$ cat src/rtl/alu_pkg.sv
// alu_pkg: shared opcode enum, flag struct and opcode width for the pipelined ALU.
package alu_pkg;
    localparam int OPC_W = 3;
    typedef enum logic [OPC_W-1:0] {
        OP_ADD, OP_SUB, OP_AND, OP_OR, OP_XOR, OP_SHL, OP_SHR, OP_ADDS
    } alu_op_e;
    typedef struct packed {
        logic err;
        logic v;
        logic n;
        logic z;
        logic c;
    } alu_flags_t;
endpackage

$ cat src/rtl/alu_core.sv
// alu_core: combinational ALU datapath with status flags.
// Opcode 7 is a saturating add when ALU_PIPE_SAT_EN is defined, otherwise an illegal op.
module alu_core
    import alu_pkg::*;
#(
    parameter int WIDTH = 8
) (
    input  logic [WIDTH-1:0] a,
    input  logic [WIDTH-1:0] b,
    input  alu_op_e          op,
    output logic [WIDTH-1:0] result,
    output alu_flags_t       flags
);
    localparam int SW = $clog2(WIDTH);
    localparam int M  = WIDTH - 1;
    logic [SW-1:0]    sh;
    logic [WIDTH:0]   sum, diff, shl_w, shr_w;
    logic [WIDTH-1:0] res;
    logic             c, v, err;
    // The extra bit of each shift window captures the last bit shifted out.
    always_comb begin
        sh    = b[SW-1:0];
        sum   = {1'b0, a} + {1'b0, b};
        diff  = {1'b0, a} - {1'b0, b};
        shl_w = {1'b0, a} << sh;
        shr_w = {a, 1'b0} >> sh;
        res   = '0;
        c     = 1'b0;
        v     = 1'b0;
        err   = 1'b0;
        case (op)
            OP_ADD: begin
                res = sum[WIDTH-1:0];
                c   = sum[WIDTH];
                v   = (a[M] == b[M]) && (sum[M] != a[M]);
            end
            OP_SUB: begin
                res = diff[WIDTH-1:0];
                c   = diff[WIDTH];
                v   = (a[M] != b[M]) && (diff[M] != a[M]);
            end
            OP_AND: res = a & b;
            OP_OR:  res = a | b;
            OP_XOR: res = a ^ b;
            OP_SHL: begin
                res = shl_w[WIDTH-1:0];
                c   = shl_w[WIDTH];
            end
            OP_SHR: begin
                res = shr_w[WIDTH:1];
                c   = shr_w[0];
            end
            default: begin
`ifdef ALU_PIPE_SAT_EN
                res = sum[WIDTH] ? '1 : sum[WIDTH-1:0];
                c   = sum[WIDTH];
`else
                err = 1'b1;
`endif
            end
        endcase
        result = res;
        flags  = '{err: err, v: v, n: res[M], z: (res == '0), c: c};
    end
endmodule

$ cat src/rtl/alu_pipe.sv
// alu_pipe: 2-stage valid/ready pipelined ALU with an output-handshake counter.
// Optional saturating add on opcode 7 is enabled by ALU_PIPE_SAT_EN (see alu_core).
module alu_pipe
    import alu_pkg::*;
#(
    parameter int WIDTH = 8,
    parameter int CNT_W = 16
) (
    input  logic             clock,
    input  logic             reset,
    input  logic             in_valid,
    output logic             in_ready,
    input  logic [WIDTH-1:0] a,
    input  logic [WIDTH-1:0] b,
    input  logic [OPC_W-1:0] opcode,
    output logic             out_valid,
    input  logic             out_ready,
    output logic [WIDTH-1:0] result,
    output alu_flags_t       flags,
    output logic [CNT_W-1:0] op_count
);
    logic             s1_valid_q, s1_valid_d, s2_valid_q, s2_valid_d;
    logic [WIDTH-1:0] s1_a_q, s1_a_d, s1_b_q, s1_b_d;
    alu_op_e          s1_op_q, s1_op_d;
    logic [WIDTH-1:0] s2_res_q, s2_res_d, core_res;
    alu_flags_t       s2_flags_q, s2_flags_d, core_flags;
    logic [CNT_W-1:0] cnt_q, cnt_d;
    logic             s1_adv, s2_adv;

    alu_core #(.WIDTH(WIDTH)) u_core (
        .a      (s1_a_q),
        .b      (s1_b_q),
        .op     (s1_op_q),
        .result (core_res),
        .flags  (core_flags)
    );

    // Each stage only loads when the one downstream frees up, so a stalled sink holds everything.
    always_comb begin
        s2_adv     = !s2_valid_q || out_ready;
        s1_adv     = !s1_valid_q || s2_adv;
        s1_valid_d = s1_adv ? in_valid : s1_valid_q;
        s1_a_d     = (s1_adv && in_valid) ? a : s1_a_q;
        s1_b_d     = (s1_adv && in_valid) ? b : s1_b_q;
        s1_op_d    = (s1_adv && in_valid) ? alu_op_e'(opcode) : s1_op_q;
        s2_valid_d = s2_adv ? s1_valid_q : s2_valid_q;
        s2_res_d   = (s2_adv && s1_valid_q) ? core_res : s2_res_q;
        s2_flags_d = (s2_adv && s1_valid_q) ? core_flags : s2_flags_q;
        cnt_d      = cnt_q + CNT_W'(s2_valid_q && out_ready);
    end

    always_ff @(posedge clock or posedge reset) begin
        if (reset) begin
            s1_valid_q <= 1'b0;
            s1_a_q     <= '0;
            s1_b_q     <= '0;
            s1_op_q    <= OP_ADD;
            s2_valid_q <= 1'b0;
            s2_res_q   <= '0;
            s2_flags_q <= '0;
            cnt_q      <= '0;
        end else begin
            s1_valid_q <= s1_valid_d;
            s1_a_q     <= s1_a_d;
            s1_b_q     <= s1_b_d;
            s1_op_q    <= s1_op_d;
            s2_valid_q <= s2_valid_d;
            s2_res_q   <= s2_res_d;
            s2_flags_q <= s2_flags_d;
            cnt_q      <= cnt_d;
        end
    end

    assign in_ready  = s1_adv;
    assign out_valid = s2_valid_q;
    assign result    = s2_res_q;
    assign flags     = s2_flags_q;
    assign op_count  = cnt_q;
endmodule

$ cat config.mk
export PLATFORM = sky130hd
export DESIGN_NAME = alu_pipe
export DESIGN_NICKNAME = d
export VERILOG_FILES = /design/src/rtl/alu_pkg.sv /design/src/rtl/alu_core.sv /design/src/rtl/alu_pipe.sv
export SDC_FILE = /design/constraint.sdc
export NUM_CORES = 1
export LEC_CHECK = 0
export CAP_MARGIN = 0
export CORE_ASPECT_RATIO = 0.6
export CORE_MARGIN = 8
export CORE_UTILIZATION = 45
export CTS_BUF_LIST = sky130_fd_sc_hd__clkbuf_8
export DETAILED_ROUTE_END_ITERATION = 16
export PLACE_DENSITY = 0.73
export SLEW_MARGIN = 25
export SYNTH_ARGS = -nofsm -noshare
export SYNTH_HDL_FRONTEND = slang
export SYNTH_HIERARCHICAL = 1
export SYNTH_SLANG_ARGS = --single-unit
$ cat constraint.sdc
create_clock -name clock -period 3.3 [get_ports clock]
set_input_delay 0.66 -clock clock [delete_from_list [all_inputs] [get_ports clock]]
set_output_delay 0.66 -clock clock [all_outputs]
set_load 0.005 [all_outputs]
==> results.cfg <==
[worst_setup_path]
path_max_fanout = 9
arrival_ns = 3.06
r2r_start = s1_a_q[1]
r2r_cells = 9
r2r_end = flags[1]
rrSetupSlack_ns = 0.44
crit_path_end_kind = flip-flop
cp.required_ns = 3.50
critPathKind = flip-flop to flip-flop
startpoint_type = flip-flop

[power]
swShare_pct = 38.1
clkPwrFrac_pct = 18.3
p_leak_nw = 2.07
combPwrFrac_pct = 48.9
p_per_area_mw_per_mm2 = 589
p_sw_mw = 1.06
ir_worst_vdd_uv = 236
design_power_total_mw = 2.79
power_frac_seq_pct = 32.8
intPower_mw = 1.73

[timing]
timing.final.crit_share_pct = 86.7
rsz0062_at_grt = false
skew_ns = 0.00505
fmax_ghz = 0.349
slew_violations = 0
hold_viol_final = 0
layout_min_cycle_time_ns = 2.86
relSlewSlack_pct = 56.1
final.setup.tns_ns = 0
tightest_slew_ns = 0.659
setup_viol = 0

[cts]
clockBufferDepth = 2
cts_setup_buffers = 0
holdBufCountCts = 0
cts_buffers = 5
cts_resized = 0
clockRootBuffer = clkbuf_8
clk_latency_ns = 0.31
clkSinkCount = 50
cts_tree = done
clk_pin_slew_worst_paths_ns = 0.09
htree_levels = 2

[synthesis]
yosysSeqAreaShare_pct = 31.4
synth.distinct_cells = 68
syn_inst = 400
ys_ff_latch = 50
synth_fp_nets = 453
synth_edf_count = 0
async_reset_ff_share_pct = 100
synthDominantCellAreaShare_pct = 31.4
yosysTopAreaCell = dfrtp_1
ys.flop_type = dfrtp_1
syn_area_mm2 = 0.00398
avgSynthCellArea_um2 = 9.95
ys_warn_count = 6
synth_area_leaders = dfrtp_1, mux2_2, ha_1

[final_layout]
design_area_mm2 = 0.00474
fin_nets = 500
drive_gt1_share_pct = 17.9
fin_cells = 560
diodes = 0
fill_cells = 736
syn_to_final_growth_pct = 19.1

[grt]
first_global_vias = 3215
grt_usage_pct = 19.6
grt_pass1_wl_mm = 18.5
grt_max_degree = 28
grt_overflow = 0
antenna_found_initial = 0

[placement]
dp_hpwl_mm = 9.06
routabilityCongestion = 0.944
place_inst = 552
io_buffer_count = 53
place_area_mm2 = 0.00460

[die]
die_height_um = 88.8
rows = 26
die_area_mm2 = 0.0122
die_w_um = 137
core_mm2 = 0.00856
ios = 54
initial_utilization_pct = 46.5

[worst_hold_path]
hold_end = op_count[15]
worstHoldStart = op_count[15]
whs_path_depth = 1
hold_class = flip-flop to flip-flop

[run_status]
status = finished, final reports clean

[detailed_routing]
wl_mm = 11.5
avgViaCountPerCell = 5.98
drtAntennaViolNets = 0
drt_pass1_iterations = 5
drt-initial-drc-count = 344
wl_per_cell_um = 20.5
vias = 3351
drc_errors = 0

[run]
drv_cap = 0
[critical path, stage by stage, from the launching register on]
cell	delay, ns
dfrtp_1	0.56
inv_1	0.17
ha_1	0.37
nor3_2	0.36
o311ai_1	0.20
o2bb2ai_1	0.23
o221a_2	0.31
o2111ai_1	0.23
nor4_2	0.05
mux2_2	0.27
[cell usage in the layout (no fill, tap or decap), types with 6 or more instances in the layout]
cell,synthesis,routed
nor3_1,9,9
ha_1,28,28
mux4_2,7,7
inv_1,25,24
nor2_1,21,21
dfrtp_1,50,50
inv_2,5,6
nand3b_1,6,6
nand2b_1,11,11
nand2_1,19,19
xor2_1,9,9
clkdlybuf4s50_1,0,53
nand3_1,11,11
o21bai_1,6,6
a21oi_1,17,17
mux2_2,36,36
xnor2_1,8,8
a21o_1,6,6
mux2i_1,9,9
buf_4,4,13
[synth_stat cells, drive strengths merged (2+ instances only)]
master   number
a31oi         2
o22ai         4
nand3b        6
or4           2
nand2        19
o2111ai       2
nor4          6
o311ai        2
xnor2         8
dfrtp        50
o21ai         6
a221oi        4
nor2         21
o21bai        6
buf          21
a21oi        17
ha           28
fa            2
a21o          6
a211oi        4
mux4          7
nor3b         2
or3           2
a2111oi       3
nand2b       11
xor2          9
nand3        12
mux2         39
a22oi         5
mux2i         9
o211ai        5
and2          2
o31ai         4
clkbuf        5
nor3         11
a211o         2
inv          30
o311a         2
nand4         3
nor2b         5
[stage by stage]
step                      hold WS (ns)  worst slack [ns]  util [%]
after floorplan                  0.457             0.699         -
after global placement           0.454             0.555      53.8
after detailed placement         0.464             0.522      53.8
after CTS                        0.477             0.514      55.4
after global routing             0.501             0.254      55.4
final                            0.469             0.439      55.4
[worst max path at each step]
stage                    from  endpoint  slack [ns]  cells past startpoint
floorplan           s1_b_q[2]  flags[0]        0.70                     12
global placement    s1_a_q[3]  flags[1]        0.55                      9
detailed placement  s1_a_q[1]  flags[1]        0.52                      9
CTS                 s1_a_q[1]  flags[1]        0.51                      9
global route        s1_a_q[1]  flags[1]        0.25                      9
finish              s1_a_q[1]  flags[1]        0.44                      9
[flip-flops by register name, indices dropped and copies added, names as in the netlist]
| signal | count |
|---|---|
| s1_valid_q | 1 |
| s1_op_q | 3 |
| out_valid | 1 |
| op_count | 16 |
| s1_b_q | 8 |
| result | 8 |
| flags | 5 |
| s1_a_q | 8 |
[logic make-up (layout without fill, tap and decap cells)]
group / Yosys count / in the layout / synth area share, %
buffers and inverters: 56 / 104 / 6.48
adders and majority gates: 30 / 30 / 9.81
muxes: 55 / 55 / 17.3
AOI/OAI and AO/OA: 88 / 88 / 16.5
xor gates and xnor gates: 17 / 17 / 3.74
and+or+nand+nor: 104 / 104 / 14.8
DFF: 50 / 50 / 31.4
[layout make-up]
class | instances | area (µm²) | share of cell area [%]
clock buffer | 5 | 68.8 | 1.45
clock inverter | 3 | 68.8 | 1.45
inverter | 30 | 113 | 2.38
multi-input combinational | 294 | 2470 | 52.1
sequential | 50 | 1250 | 26.4
tap | 112 | 140 | 2.96
timing repair buffer | 66 | 628 | 13.3
[metal layers]
metal | global-route usage [%] | share of wire, % | vias to the layer above
li1 | - | - | 1553
met1 | 30.2 | 49 | 1622
met2 | 26.1 | 41 | 170
met3 | 5.73 | 9.5 | 6
met4 | 3.14 | 0.42 | 0
met5 | 0 | 0 | -
[power by group through the flow]
stage	registers [mW]	logic, mW	clock network [mW]
3_5_place_dp	0.927	1.34	0
2_1_floorplan	0.888	0.846	0
4_1_cts	0.914	1.34	0.530
3_3_place_gp	0.915	1.32	0
6_report	0.916	1.36	0.511
5_1_grt	0.942	1.47	0.553
(Power assumes the default switching activity.)
==> RTL edit (same flow settings) <==
Reset style: synchronous (`reset`), changed in one clocked block.
--- a/src/rtl/alu_pipe.sv
+++ b/src/rtl/alu_pipe.sv
@@ -50,5 +50,5 @@
     end
 
-    always_ff @(posedge clock or posedge reset) begin
+    always_ff @(posedge clock) begin
         if (reset) begin
             s1_valid_q <= 1'b0;
Behaviour: differs if reset is asserted again (counterexample within 4 cycles, from zero or initial values and one cycle with reset high); with reset held inactive, the same outputs for 10 cycles.
==> RTL edit against the original RTL <==
Design area is 0.29% lower. Final cell count rose by 17%. Core utilization shrank 0.37 points. Sequential cell count is the same. Routed wire length up 17%. Synthesized area is 0.82% higher. Setup slack worse by 0.030 ns. Global-route usage rose by 2.2 points. Critical path type unchanged.
Power is not compared: it rests on default switching activity, and its combinational part moved more than twofold at a synthesized area within 25%.
==> RTL edit: results (changes against the original RTL) <==
Clock tree
  • Post-cts resize count: 0 (unchanged)
  • Skew-Pair Late Insertion Delay: 0.31 ns (about the same)
  • Worst-path clk slew: 0.09 ns (about the same)

Run status
  • Status: complete, no violations (unchanged)

Synthesis
  • Sequential share of the synthesized area: 0.250 (was 0.314)
  • Syn Area/Cell: 8.02 µm² (was 9.95 µm²)
  • Syn Nets: 553 (was 453)
  • Top cells by count, synth: a21oi_1 (58), dfxtp_1 (50), nand3_1 (41), o21ai_0 (39) (was dfrtp_1 (50), mux2_2 (36), ha_1 (28), inv_1 (25), nor2_1 (21))
  • Post-synthesis cell type count: 69 (was 68)
  • Top cells by area, synth: dfxtp_1 (25%), ha_1 (8.7%), a21oi_1 (7.2%) (was dfrtp_1 (31%), mux2_2 (10%), ha_1 (8.8%))
  • Most used flip-flop cell after synthesis: dfxtp_1 (was dfrtp_1)
  • Ys async rst share: 0 (was 1.00)

Setup path
  • Critical R2R Capture: flags[1] (unchanged)
  • Worst r2r path cells: 9 (unchanged)
  • Worst EP arrival: 3.13 ns (was 3.06 ns)
  • Reg2Reg Launch Point: s1_b_q[0] (was s1_a_q[1])
  • FF-to-FF setup slack: 0.41 ns (was 0.44 ns)
  • Crit Path Max Fanout: 11 (was 9)

Min path
  • Hold Path Class: flip-flop to flip-flop (unchanged)
  • Hold Path Depth: 2 (was 1)
  • Worst Min Path Start: result[4] (was op_count[15])
  • Worst Hold End: result[4] (was op_count[15])

Cells and area
  • Layout cells sized above 1: 0.107 (was 0.179)
  • Finished Layout Cells: 653 (was 560)
  • Net count, final: 593 (was 500)
  • Max FFs per register: 16 (unchanged)

Power
  • Lkg Pwr: 0.00176 µW

Placed design
  • Detailed Place HPWL: 10500 µm (was 9060 µm)
  • GP Congestion: 0.967 (was 0.944)

Routing
  • Total iterations of the first detailed-routing run: 5 (unchanged)
  • Final WL: 13400 µm (was 11500 µm)
  • Initial DRC count: 459 (was 344)
  • Vias: 4069 (was 3351)

STA
  • Clock Skews: 0.00851 ns (was 0.00505 ns)
  • Slew @ Worst Pin: 0.949 ns (was 0.659 ns)

Global route
  • Gr usage total: 0.218 (was 0.196)
  • Vias in the first global route: 3759 (was 3215)
  • Pin count of the biggest net entering global routing: 55 (was 28)
  • First-pass GRT wire length: 20800 µm (was 18500 µm)
  • Initial antenna violation count: 0 (unchanged)
[RTL edit: how the worst max path moves through the flow]
stage                     slack (ns)  cells past startpoint        to
after floorplan                 0.80                     12  flags[1]
after global placement          0.56                     10  flags[1]
after detailed placement        0.50                      9  flags[1]
after CTS                       0.46                      9  flags[1]
after global routing            0.22                      9  flags[1]
final                           0.41                      9  flags[1]
[RTL edit: kinds of logic (layout without fill, tap and decap cells)]
family | after synthesis | count (layout) | synth area share
simple gates | 145 | 145 | 0.202
flops | 50 | 50 | 0.250
compound gates | 168 | 168 | 0.266
xor+xnor | 6 | 6 | 0.0131
fa+ha+maj | 30 | 30 | 0.0973
buf+inv | 74 | 115 | 0.0795
mux | 27 | 27 | 0.0926
[RTL edit: through the flow]
step           utilization  hold WS [ns]  area, µm²  setup slack, ns
2_1_floorplan            -         0.467       4010            0.803
3_3_place_gp         0.540         0.465       4640            0.557
3_5_place_dp         0.540         0.468       4640            0.498
4_1_cts              0.550         0.480       4730            0.462
5_1_grt              0.550         0.504       4730            0.221
6_report             0.550         0.477       4730            0.409
[RTL edit: cell type report]
type	count	area [µm²]
Clock buffer	5	68.8
Tap cell	112	140
Fill cell	824	3860
Sequential cell	50	1000
Timing Repair Buffer	74	683
Clock inverter	3	17.5
Multi-Input combinational cell	376	2690
Inverter	33	124
[RTL edit: critical path, stage by stage (launching register included)]
cell	delay, ns
dfxtp_1	0.60
ha_1	0.33
fa_1	0.43
mux2_2	0.27
o211ai_1	0.17
nand4_1	0.23
a211o_1	0.30
nor4_2	0.26
nand3_1	0.10
a21oi_1	0.14
[RTL edit: where the power goes]
part / internal [µW] / switching [µW] / total (µW)
registers: 626 / 34.0 / 660
logic: 184 / 241 / 425
clock network: 147 / 215 / 362
total: 956 / 490 / 1450
[RTL edit: routing by layer]
metal / global-route usage / vias up / wire length (µm)
li1: - / 1924 / -
met1: 0.326 / 1931 / 6630
met2: 0.288 / 199 / 5220
met3: 0.0701 / 15 / 1350
met4: 0.0524 / 0 / 174
met5: 0 / - / 0
